### config.mk
export PLATFORM = sky130hd
export DESIGN_NAME = multi_digit_counter_flat
export DESIGN_NICKNAME = d
export VERILOG_FILES = /design/src/rtl/multi_digit_counter_if.sv /design/src/rtl/multi_digit_counter.sv /design/src/flat_wrapper.sv
export SDC_FILE = /design/constraint.sdc
export NUM_CORES = 1
export LEC_CHECK = 0
export CELL_PAD_IN_SITES_DETAIL_PLACEMENT = 1
export CELL_PAD_IN_SITES_GLOBAL_PLACEMENT = 1
export CORE_AREA = 2 2 118 86
export DETAILED_ROUTE_END_ITERATION = 8
export DIE_AREA = 0 0 120 88
export MAX_ROUTING_LAYER = met4
export PLACE_DENSITY = 0.89
export SETUP_SLACK_MARGIN = 0.4
export SLEW_MARGIN = 20
export SYNTH_ARGS = -nofsm -noshare
export SYNTH_HDL_FRONTEND = slang
export SYNTH_SLANG_ARGS = --single-unit
### constraint.sdc
create_clock -name clk_in -period 3.2 [get_ports clk_in]
set_input_delay 0.32 -clock clk_in [delete_from_list [all_inputs] [get_ports clk_in]]
set_output_delay 0.32 -clock clk_in [all_outputs]
set_load 0.02 [all_outputs]
### src/rtl/multi_digit_counter_if.sv
// Bundle of the signals that run between the board switches/buttons, the
// multi-digit counter and the multiplexed seven-segment display.
//   master : board side, drives load/count_en/up/data_in/dp_in and
//            observes value/carry_out/an/seg
//   slave  : counter side
interface multi_digit_counter_if #(
  parameter int NUM_DIGITS = 4
);
  logic                      load;
  logic                      count_en;
  logic                      up;
  logic [4*NUM_DIGITS-1:0]   data_in;
  logic [NUM_DIGITS-1:0]     dp_in;
  logic [4*NUM_DIGITS-1:0]   value;
  logic                      carry_out;
  logic [NUM_DIGITS-1:0]     an;
  logic [7:0]                seg;

  modport master (
    output load, count_en, up, data_in, dp_in,
    input  value, carry_out, an, seg
  );

  modport slave (
    input  load, count_en, up, data_in, dp_in,
    output value, carry_out, an, seg
  );
endinterface

### src/rtl/multi_digit_counter.sv
// Multi-digit up/down counter (hex or BCD) with parallel load, a count-rate
// divider and a time-multiplexed seven-segment display driver.
//   clk_in        : sole clock, rising edge
//   nReset        : synchronous active-low reset
//   bus.load      : load data_in into the count (beats counting)
//   bus.count_en  : count on a divider tick
//   bus.up        : 1 = count up, 0 = count down
//   bus.data_in   : load value, digit i at [4i+3:4i]
//   bus.dp_in     : decimal point request per digit
//   bus.value     : registered count, digit 0 least significant
//   bus.carry_out : one-cycle pulse after a full wrap in either direction
//   bus.an        : active-low one-hot digit enable
//   bus.seg       : active-low segments {dp,g,f,e,d,c,b,a}
module multi_digit_counter #(
  parameter int NUM_DIGITS = 4,
  parameter int DIV_COUNT  = 50_000_000,
  parameter int SCAN_COUNT = 50_000,
  parameter int DECIMAL    = 0
) (
  input logic                  clk_in,
  input logic                  nReset,
  multi_digit_counter_if.slave bus
);

  localparam int TW = (DIV_COUNT  > 1) ? $clog2(DIV_COUNT)  : 1;
  localparam int SW = (SCAN_COUNT > 1) ? $clog2(SCAN_COUNT) : 1;
  localparam int IW = (NUM_DIGITS > 1) ? $clog2(NUM_DIGITS) : 1;

  localparam logic [TW-1:0] TICK_LAST = TW'(DIV_COUNT - 1);
  localparam logic [SW-1:0] SCAN_LAST = SW'(SCAN_COUNT - 1);
  localparam logic [IW-1:0] IDX_LAST  = IW'(NUM_DIGITS - 1);
  localparam logic [3:0]    DIGIT_MAX = (DECIMAL != 0) ? 4'd9 : 4'hF;

  logic [TW-1:0]             tick_cnt;
  logic [SW-1:0]             scan_cnt;
  logic [IW-1:0]             digit_idx;
  logic [4*NUM_DIGITS-1:0]   value_q;
  logic                      carry_q;
  logic [NUM_DIGITS-1:0]     an_q;
  logic [7:0]                seg_q;

  logic                      tick;
  logic [4*NUM_DIGITS-1:0]   load_val;
  logic [4*NUM_DIGITS-1:0]   step_val;
  logic                      wrap;
  logic [3:0]                cur_digit;
  logic                      cur_dp;
  logic [NUM_DIGITS-1:0]     an_next;

  // Active-low {g,f,e,d,c,b,a}; the dp bit is added separately.
  function automatic logic [6:0] seg_of(input logic [3:0] d);
    logic [6:0] s;
    case (d)
      4'h0: s = 7'h40;
      4'h1: s = 7'h79;
      4'h2: s = 7'h24;
      4'h3: s = 7'h30;
      4'h4: s = 7'h19;
      4'h5: s = 7'h12;
      4'h6: s = 7'h02;
      4'h7: s = 7'h78;
      4'h8: s = 7'h00;
      4'h9: s = 7'h10;
      4'hA: s = 7'h08;
      4'hB: s = 7'h03;
      4'hC: s = 7'h46;
      4'hD: s = 7'h21;
      4'hE: s = 7'h06;
      default: s = 7'h0E;
    endcase
    return s;
  endfunction

  assign tick = (tick_cnt == TICK_LAST);

  // In BCD mode a loaded nibble above 9 is clamped so the count never holds
  // an illegal digit.
  always_comb begin
    load_val = '0;
    for (int i = 0; i < NUM_DIGITS; i++) begin
      if ((DECIMAL != 0) && (bus.data_in[4*i +: 4] > 4'd9))
        load_val[4*i +: 4] = 4'd9;
      else
        load_val[4*i +: 4] = bus.data_in[4*i +: 4];
    end
  end

  // Ripple carry/borrow through all digits in one cycle; wrap is the carry
  // (or borrow) leaving the top digit.
  always_comb begin
    logic       ripple;
    logic [3:0] d;
    step_val = value_q;
    ripple   = 1'b1;
    d        = 4'h0;
    for (int i = 0; i < NUM_DIGITS; i++) begin
      d = value_q[4*i +: 4];
      if (ripple) begin
        if (bus.up) begin
          if (d == DIGIT_MAX) begin
            step_val[4*i +: 4] = 4'h0;
          end else begin
            step_val[4*i +: 4] = d + 4'd1;
            ripple = 1'b0;
          end
        end else begin
          if (d == 4'h0) begin
            step_val[4*i +: 4] = DIGIT_MAX;
          end else begin
            step_val[4*i +: 4] = d - 4'd1;
            ripple = 1'b0;
          end
        end
      end
    end
    wrap = ripple;
  end

  always_comb begin
    cur_digit = 4'h0;
    cur_dp    = 1'b0;
    an_next   = '1;
    for (int i = 0; i < NUM_DIGITS; i++) begin
      if (digit_idx == IW'(i)) begin
        cur_digit  = value_q[4*i +: 4];
        cur_dp     = bus.dp_in[i];
        an_next[i] = 1'b0;
      end
    end
  end

  always_ff @(posedge clk_in) begin
    if (!nReset) begin
      tick_cnt  <= '0;
      scan_cnt  <= '0;
      digit_idx <= '0;
      value_q   <= '0;
      carry_q   <= 1'b0;
      an_q      <= '1;
      seg_q     <= 8'hFF;
    end else begin
      tick_cnt <= tick ? '0 : tick_cnt + TW'(1);

      if (scan_cnt == SCAN_LAST) begin
        scan_cnt  <= '0;
        digit_idx <= (digit_idx == IDX_LAST) ? '0 : digit_idx + IW'(1);
      end else begin
        scan_cnt <= scan_cnt + SW'(1);
      end

      an_q  <= an_next;
      seg_q <= {~cur_dp, seg_of(cur_digit)};

      carry_q <= 1'b0;
      if (bus.load) begin
        value_q <= load_val;
      end else if (tick && bus.count_en) begin
        value_q <= step_val;
        carry_q <= wrap;
      end
    end
  end

  assign bus.value     = value_q;
  assign bus.carry_out = carry_q;
  assign bus.an        = an_q;
  assign bus.seg       = seg_q;

endmodule

### src/flat_wrapper.sv
// flat-port wrapper written by rule: the top's interface ports become plain ports
module multi_digit_counter_flat 
#(
  parameter int NUM_DIGITS = 4,
  parameter int DIV_COUNT  = 50_000_000,
  parameter int SCAN_COUNT = 50_000,
  parameter int DECIMAL    = 0
)
  (clk_in, nReset, bus_load, bus_count_en, bus_up, bus_data_in, bus_dp_in, bus_value, bus_carry_out, bus_an, bus_seg);
  multi_digit_counter_if #(.NUM_DIGITS(NUM_DIGITS)) bus_i ();
  input logic clk_in;
  input logic nReset;
  input wire logic [$bits(bus_i.load)-1:0] bus_load;
  input wire logic [$bits(bus_i.count_en)-1:0] bus_count_en;
  input wire logic [$bits(bus_i.up)-1:0] bus_up;
  input wire logic [$bits(bus_i.data_in)-1:0] bus_data_in;
  input wire logic [$bits(bus_i.dp_in)-1:0] bus_dp_in;
  output wire logic [$bits(bus_i.value)-1:0] bus_value;
  output wire logic [$bits(bus_i.carry_out)-1:0] bus_carry_out;
  output wire logic [$bits(bus_i.an)-1:0] bus_an;
  output wire logic [$bits(bus_i.seg)-1:0] bus_seg;
  assign bus_i.load = bus_load;
  assign bus_i.count_en = bus_count_en;
  assign bus_i.up = bus_up;
  assign bus_i.data_in = bus_data_in;
  assign bus_i.dp_in = bus_dp_in;
  assign bus_value = bus_i.value;
  assign bus_carry_out = bus_i.carry_out;
  assign bus_an = bus_i.an;
  assign bus_seg = bus_i.seg;
  multi_digit_counter #(.NUM_DIGITS(NUM_DIGITS), .DIV_COUNT(DIV_COUNT), .SCAN_COUNT(SCAN_COUNT), .DECIMAL(DECIMAL)) u_core (.clk_in(clk_in), .nReset(nReset), .bus(bus_i));
endmodule
# Word level (Yosys, flattened, before mapping)
# Memory sizes are Yosys's and may differ from the RTL's. A register that Yosys moved wholly into a read port is not among the register bits.
# Index checks and enable logic that the tools add are counted.
# W data, S select, Z words.
[totals]
regBits = 73
latchBits = 0
ram_bits = 0
rom_bits = 112
in_bits = 25
memories = 1
[mem_list]
columns = ["name", "words", "word_bits", "read_ports", "rd_ports_with_merged_regs", "wr", "line_no", "rtl"]
rows = [
  ["(no name shown)", 16, 7, 1, 1, 0, "multi_digit_counter.sv:53", "case (d)"],
]
[op_classes]
addsub = 11
multipliers = 0
div_mod_pow = 0
magnitude_cmp = 0
n_eq_ne = 9
n_shift = 0
muxes = 44
bitwise = 4
n_reduce_logical = 17
[ops]
columns = ["cell", "count"]
rows = [
  ["$mux W4", 19],
  ["$mux W16", 2],
  ["$add A26 B1 Y26 const B", 1],
  ["$eq A26 B26 Y1 const B", 1],
  ["$mux W1", 22],
  ["$add A16 B1 Y16 const B", 1],
  ["$add A4 B1 Y4 const B", 4],
  ["$eq A16 B16 Y1 const B", 1],
  ["$eq A4 B4 Y1 const B", 4],
  ["$logic_not A4 Y1", 4],
  ["$sub A4 B1 Y4 const B", 4],
  ["$reduce_bool A2 Y1", 4],
  ["$reduce_and A2 Y1", 3],
  ["$eq A2 B2 Y1 const B", 2],
  ["$not A1 Y1", 4],
  ["$reduce_or A2 Y1", 2],
  ["$reduce_or A4 Y1", 1],
  ["$add A2 B1 Y2 const B", 1],
  ["$eq A2 B1 Y1 const B", 1],
  ["$logic_not A2 Y1", 1],
  ["$mux W2", 1],
  ["$logic_and A1 B1 Y1", 1],
  ["$logic_not A1 Y1", 1],
]

# Logic depth before layout (Yosys ltp)
[depth]
depth_word = 8
mapped_depth = 11
depth_no_buf = 10

# Worst setup path after synthesis
# No wires, ideal clock.
[synth_timing]
kind = "reg-to-reg"
start = "register u_core.value_q[4] (netlist: u_core.bus.value[4])"
end = "register u_core.value_q[9] (netlist: u_core.bus.value[9])"
arrival_ps = 2009
t_required_ps = 3067
setup_slack_ps = 1058
path_stages_with_launch = 8
n_path_buf = 0
synth_period_minus_slack_ps = 2142
path_cell_list = "dfxtp_1 -> inv_1 -> ha_1 -> nor4b_1 -> nor2_1 -> nor4_1 -> mux2i_1 -> a21oi_1"
[synth_between]
elab_chain_len = 6
elab_cells_between_ends = 8
cone_classes = "eq/ne (1); mux (4); reduce/logical (3)"
[synth_lines]
columns = ["item", "line_no", "rtl"]
rows = [
  ["start: declaration", "multi_digit_counter.sv:37", "logic [4*NUM_DIGITS-1:0] value_q;"],
  ["start signal: assignment", "multi_digit_counter.sv:156", "value_q <= load_val;"],
  ["start signal: assignment", "multi_digit_counter.sv:158", "value_q <= step_val;"],
  ["$eq A4 B4 Y1 or $logic_not A4 Y1 (tied branches)", "multi_digit_counter.sv:100, multi_digit_counter.sv:107", ""],
  ["$mux W1 (on tied branches)", "multi_digit_counter.sv:100, multi_digit_counter.sv:107", ""],
  ["$mux W1 *", "multi_digit_counter.sv:99", "if (bus.up) begin"],
  ["$mux W1 *", "multi_digit_counter.sv:98", "if (ripple) begin"],
  ["$reduce_bool A2 Y1 (no source line) *", "--", ""],
  ["$reduce_and A2 Y1 (no source line) *", "--", ""],
]
# Mark *: on every way between the ends. The rest lies on a longest branch, timed or not.
# A chain may end at the register's enable or synchronous reset.

# Worst setup path in the final report
[layout_timing]
start = "register u_core.digit_idx[0]"
end = "register u_core.seg_q[3] (netlist: u_core.bus.seg[3])"
[layout_between]
elab_chain_len = 5
elab_cells_between_ends = 8
cone_classes = "eq/ne (3); mux (4); reduce/logical (1)"
[layout_lines]
columns = ["item", "line_no", "rtl"]
rows = [
  ["start: declaration", "multi_digit_counter.sv:36", "logic [IW-1:0] digit_idx;"],
  ["start signal: assignment", "multi_digit_counter.sv:146", "digit_idx <= (digit_idx == IDX_LAST) ? '0 : digit_idx + IW'(1);"],
  ["$logic_not A2 Y1", "multi_digit_counter.sv:124", "if (digit_idx == IW'(i)) begin"],
  ["$mux W4 (3 in a row)", "multi_digit_counter.sv:124", ""],
  ["$mux W4 *", "multi_digit_counter.sv:124", ""],
  ["end: declaration", "multi_digit_counter.sv:40", "logic [7:0] seg_q;"],
]
# Marked as above.

==> results.toml <==
[routing]
drt-total-wl_mm = 12.1
vias = 3860
avgRoutedWirePerCell_microns = 18.1
drt_iter0_drc = 238
ant_nets = 0
vias_per_cell = 5.79
drtPass1Iterations = 4
drc = 0

[yosys]
ys.flop_type = "dfxtp_1"
synth_top_area_cell = "dfxtp_1"
ys_top_cells_by_area = "dfxtp_1, ha_1, xnor2_1"
yosysTopAreaCellShare_pct = 36.1
yosysSeqAreaShare_pct = 36.1
syn_avg_cell_area_sq_um = 8.27
synth_edf_count = 0
ys_ff_latch = 73
synth_cells = 489
syn_nets = 534
yosysWarnings = 0
synth.distinct_cells = 50
ys_async_sr_fraction_pct = 0
syn_area_sq_um = 4040

[timing]
fin_setup_tns_ns = 0
fmax_mhz = 404
setup_viol = 0
hold_viol_final = 0
fin_crit_sh_pct = 77.4
finalClockSkew_ns = 0.00783
min_period_ns = 2.48
hold_ws_ns = 0.492
slew_violations = 0
rsz0062_at_grt = "no"
slew_headroom_pct = 48.6
worst_slew_pin_slew_ns = 0.771

[floorplan]
core_area_sq_um = 9420
rows = 30
fp.dieW_microns = 120
ios = 54
dieArea_sq_um = 10600
die_h_microns = 88
start_util_pct = 42.9

[setup_path]
crit_type = "flop to flop"
crit_path_end_kind = "flop"
path_max_fanout = 11
worstSetupStartpointType = "flop"
cp.arrival_ns = 2.70
required_ns = 3.43

[layout]
nets = 579
syn2layout_area_growth_pct = 24.2
num_antenna_cells = 0
final_cell_mix = "dfxtp_1, clkdlybuf4s50_1, nor2_1"
final_util_pct = 53.3
layout_commonest_cell = "dfxtp_1"
drive_above_1_share_pct = 5.19
final_area_sq_um = 5020

[clocking]
clockRootBuffer = "clkbuf_16"
postCtsHoldBufs = 0
cts_buffers = 9
clk_pin_slew_ns = 0.06
post_cts_buffers = 0
worstSkewPairLatency_ns = 0.34
cts_tree = "built"
cts_buffer_depth = 2
ctsHtreeMaxLevel = 3
clock_sinks = 73
post_cts_resized = 0

[pwr]
power_mw = 2.44
ir_drop_mv = 0.273
power_density_nw_per_um2 = 485
cellLeakagePower_nw = 1.80

[global_route]
track_usage_pct = 24.3
antenna_found_initial = 0
grt_pass1_wl_mm = 19.6
grt_max_degree = 27
grt_pass1_vias = 3996
grt_overflow_total = 0

[place]
place.gp.congestion = 0.937
port_buffers = 53
place_area_sq_um = 4680
hpwl_mm = 8.45

[worst_hold_path]
hold_class = "flop to flop"

[job]
maxCapViolCount = 0

[outcome]
status = "finished clean"
[per-layer routing]
| layer | track usage [%] | routed length (microns) | up-vias |
|---|---|---|---|
| met4 | 6.84 | 123 | 0 |
| met1 | 28.9 | 5400 | 1895 |
| met5 | - | 0 | - |
| met2 | 40.9 | 5880 | 106 |
| li1 | - | - | 1843 |
| met3 | 6.25 | 656 | 16 |
[worst max-delay path, cell delays in order, from the launching register on]
cell and delay (ns):
dfxtp_1 0.40, inv_1 0.08, ha_1 0.35, a21oi_1 0.22
o21ai_0 0.11, a22o_1 0.29, inv_1 0.14, ha_1 0.25
nor2b_1 0.18, a211oi_1 0.06, o21ai_0 0.28
[cell families (layout without fill, tap and decap cells)]
group / after synthesis / after routing / synth area share (%)
and+or+nand+nor: 190 / 190 / 25.1
AOI/OAI and AO/OA: 103 / 103 / 16.3
buffers and inverters: 53 / 103 / 5.11
DFF: 73 / 73 / 36.1
adders and majority gates: 20 / 20 / 6.19
muxes: 11 / 11 / 2.75
xor gates and xnor gates: 39 / 39 / 8.45
[state kept, by name, indices dropped and copies added (netlist names)]
register,count
u_core.tick_cnt,26
u_core.bus.value,16
u_core.scan_cnt,16
u_core.bus.seg,8
u_core.bus.an,4
u_core.digit_idx,2
u_core.bus.carry_out,1
[power by group]
part / switching [mW] / total [mW] / leakage, nW / internal, mW
logic: 0.165 / 0.306 / 1.04 / 0.141
clock network: 0.396 / 1.14 / 0.169 / 0.747
registers: 0.0485 / 0.988 / 0.596 / 0.940
[final timing paths]
path | startpoint | end | slack, ns | cells after the start
setup / recovery | u_core.digit_idx[0] | u_core.bus.seg[3] | 0.72 | 10
hold reg to reg | u_core.scan_cnt[0] | u_core.scan_cnt[0] | 0.49 | 1
hold / removal | u_core.scan_cnt[0] | u_core.scan_cnt[0] | 0.49 | 1
setup reg to reg | u_core.digit_idx[0] | u_core.bus.seg[3] | 0.72 | 10
[synth_stat cells (2+ instances only)]
master	n
and3_1	8
mux2i_1	10
dfxtp_1	73
o211ai_1	4
a311oi_1	3
o21ai_1	2
or3_1	9
nor4b_1	4
nand3b_1	4
o21bai_1	4
a21oi_1	31
nor2b_1	5
a31oi_1	7
a211oi_1	10
buf_1	3
xor2_1	14
clkbuf_1	19
nand4_1	9
inv_1	27
buf_2	2
nor3_1	18
and4_1	7
nand3_1	31
o221ai_1	6
xnor2_1	25
o32ai_1	3
o21ai_0	22
nor3b_1	3
nand2_1	31
a22o_1	2
a41o_1	3
nor2_1	48
ha_1	20
nor4_1	6
[stage by stage]
stage / setup WS [ns] / std cells
final: 0.724 / 667
after CTS: 0.756 / 667
after floorplan: 1.06 / 489
after detailed placement: 0.573 / 651
after global routing: 0.543 / 667
after global placement: 0.635 / 651
[layout make-up]
class	count	area, sq um
clock inverter	4	73.8
sequential	73	1460
timing repair buffer	60	583
multi-input combinational	363	2370
inverter	27	101
fill	1134	4400
tap	128	160
clock buffer	12	267
No activity file was read; power rests on OpenSTA's default activity.
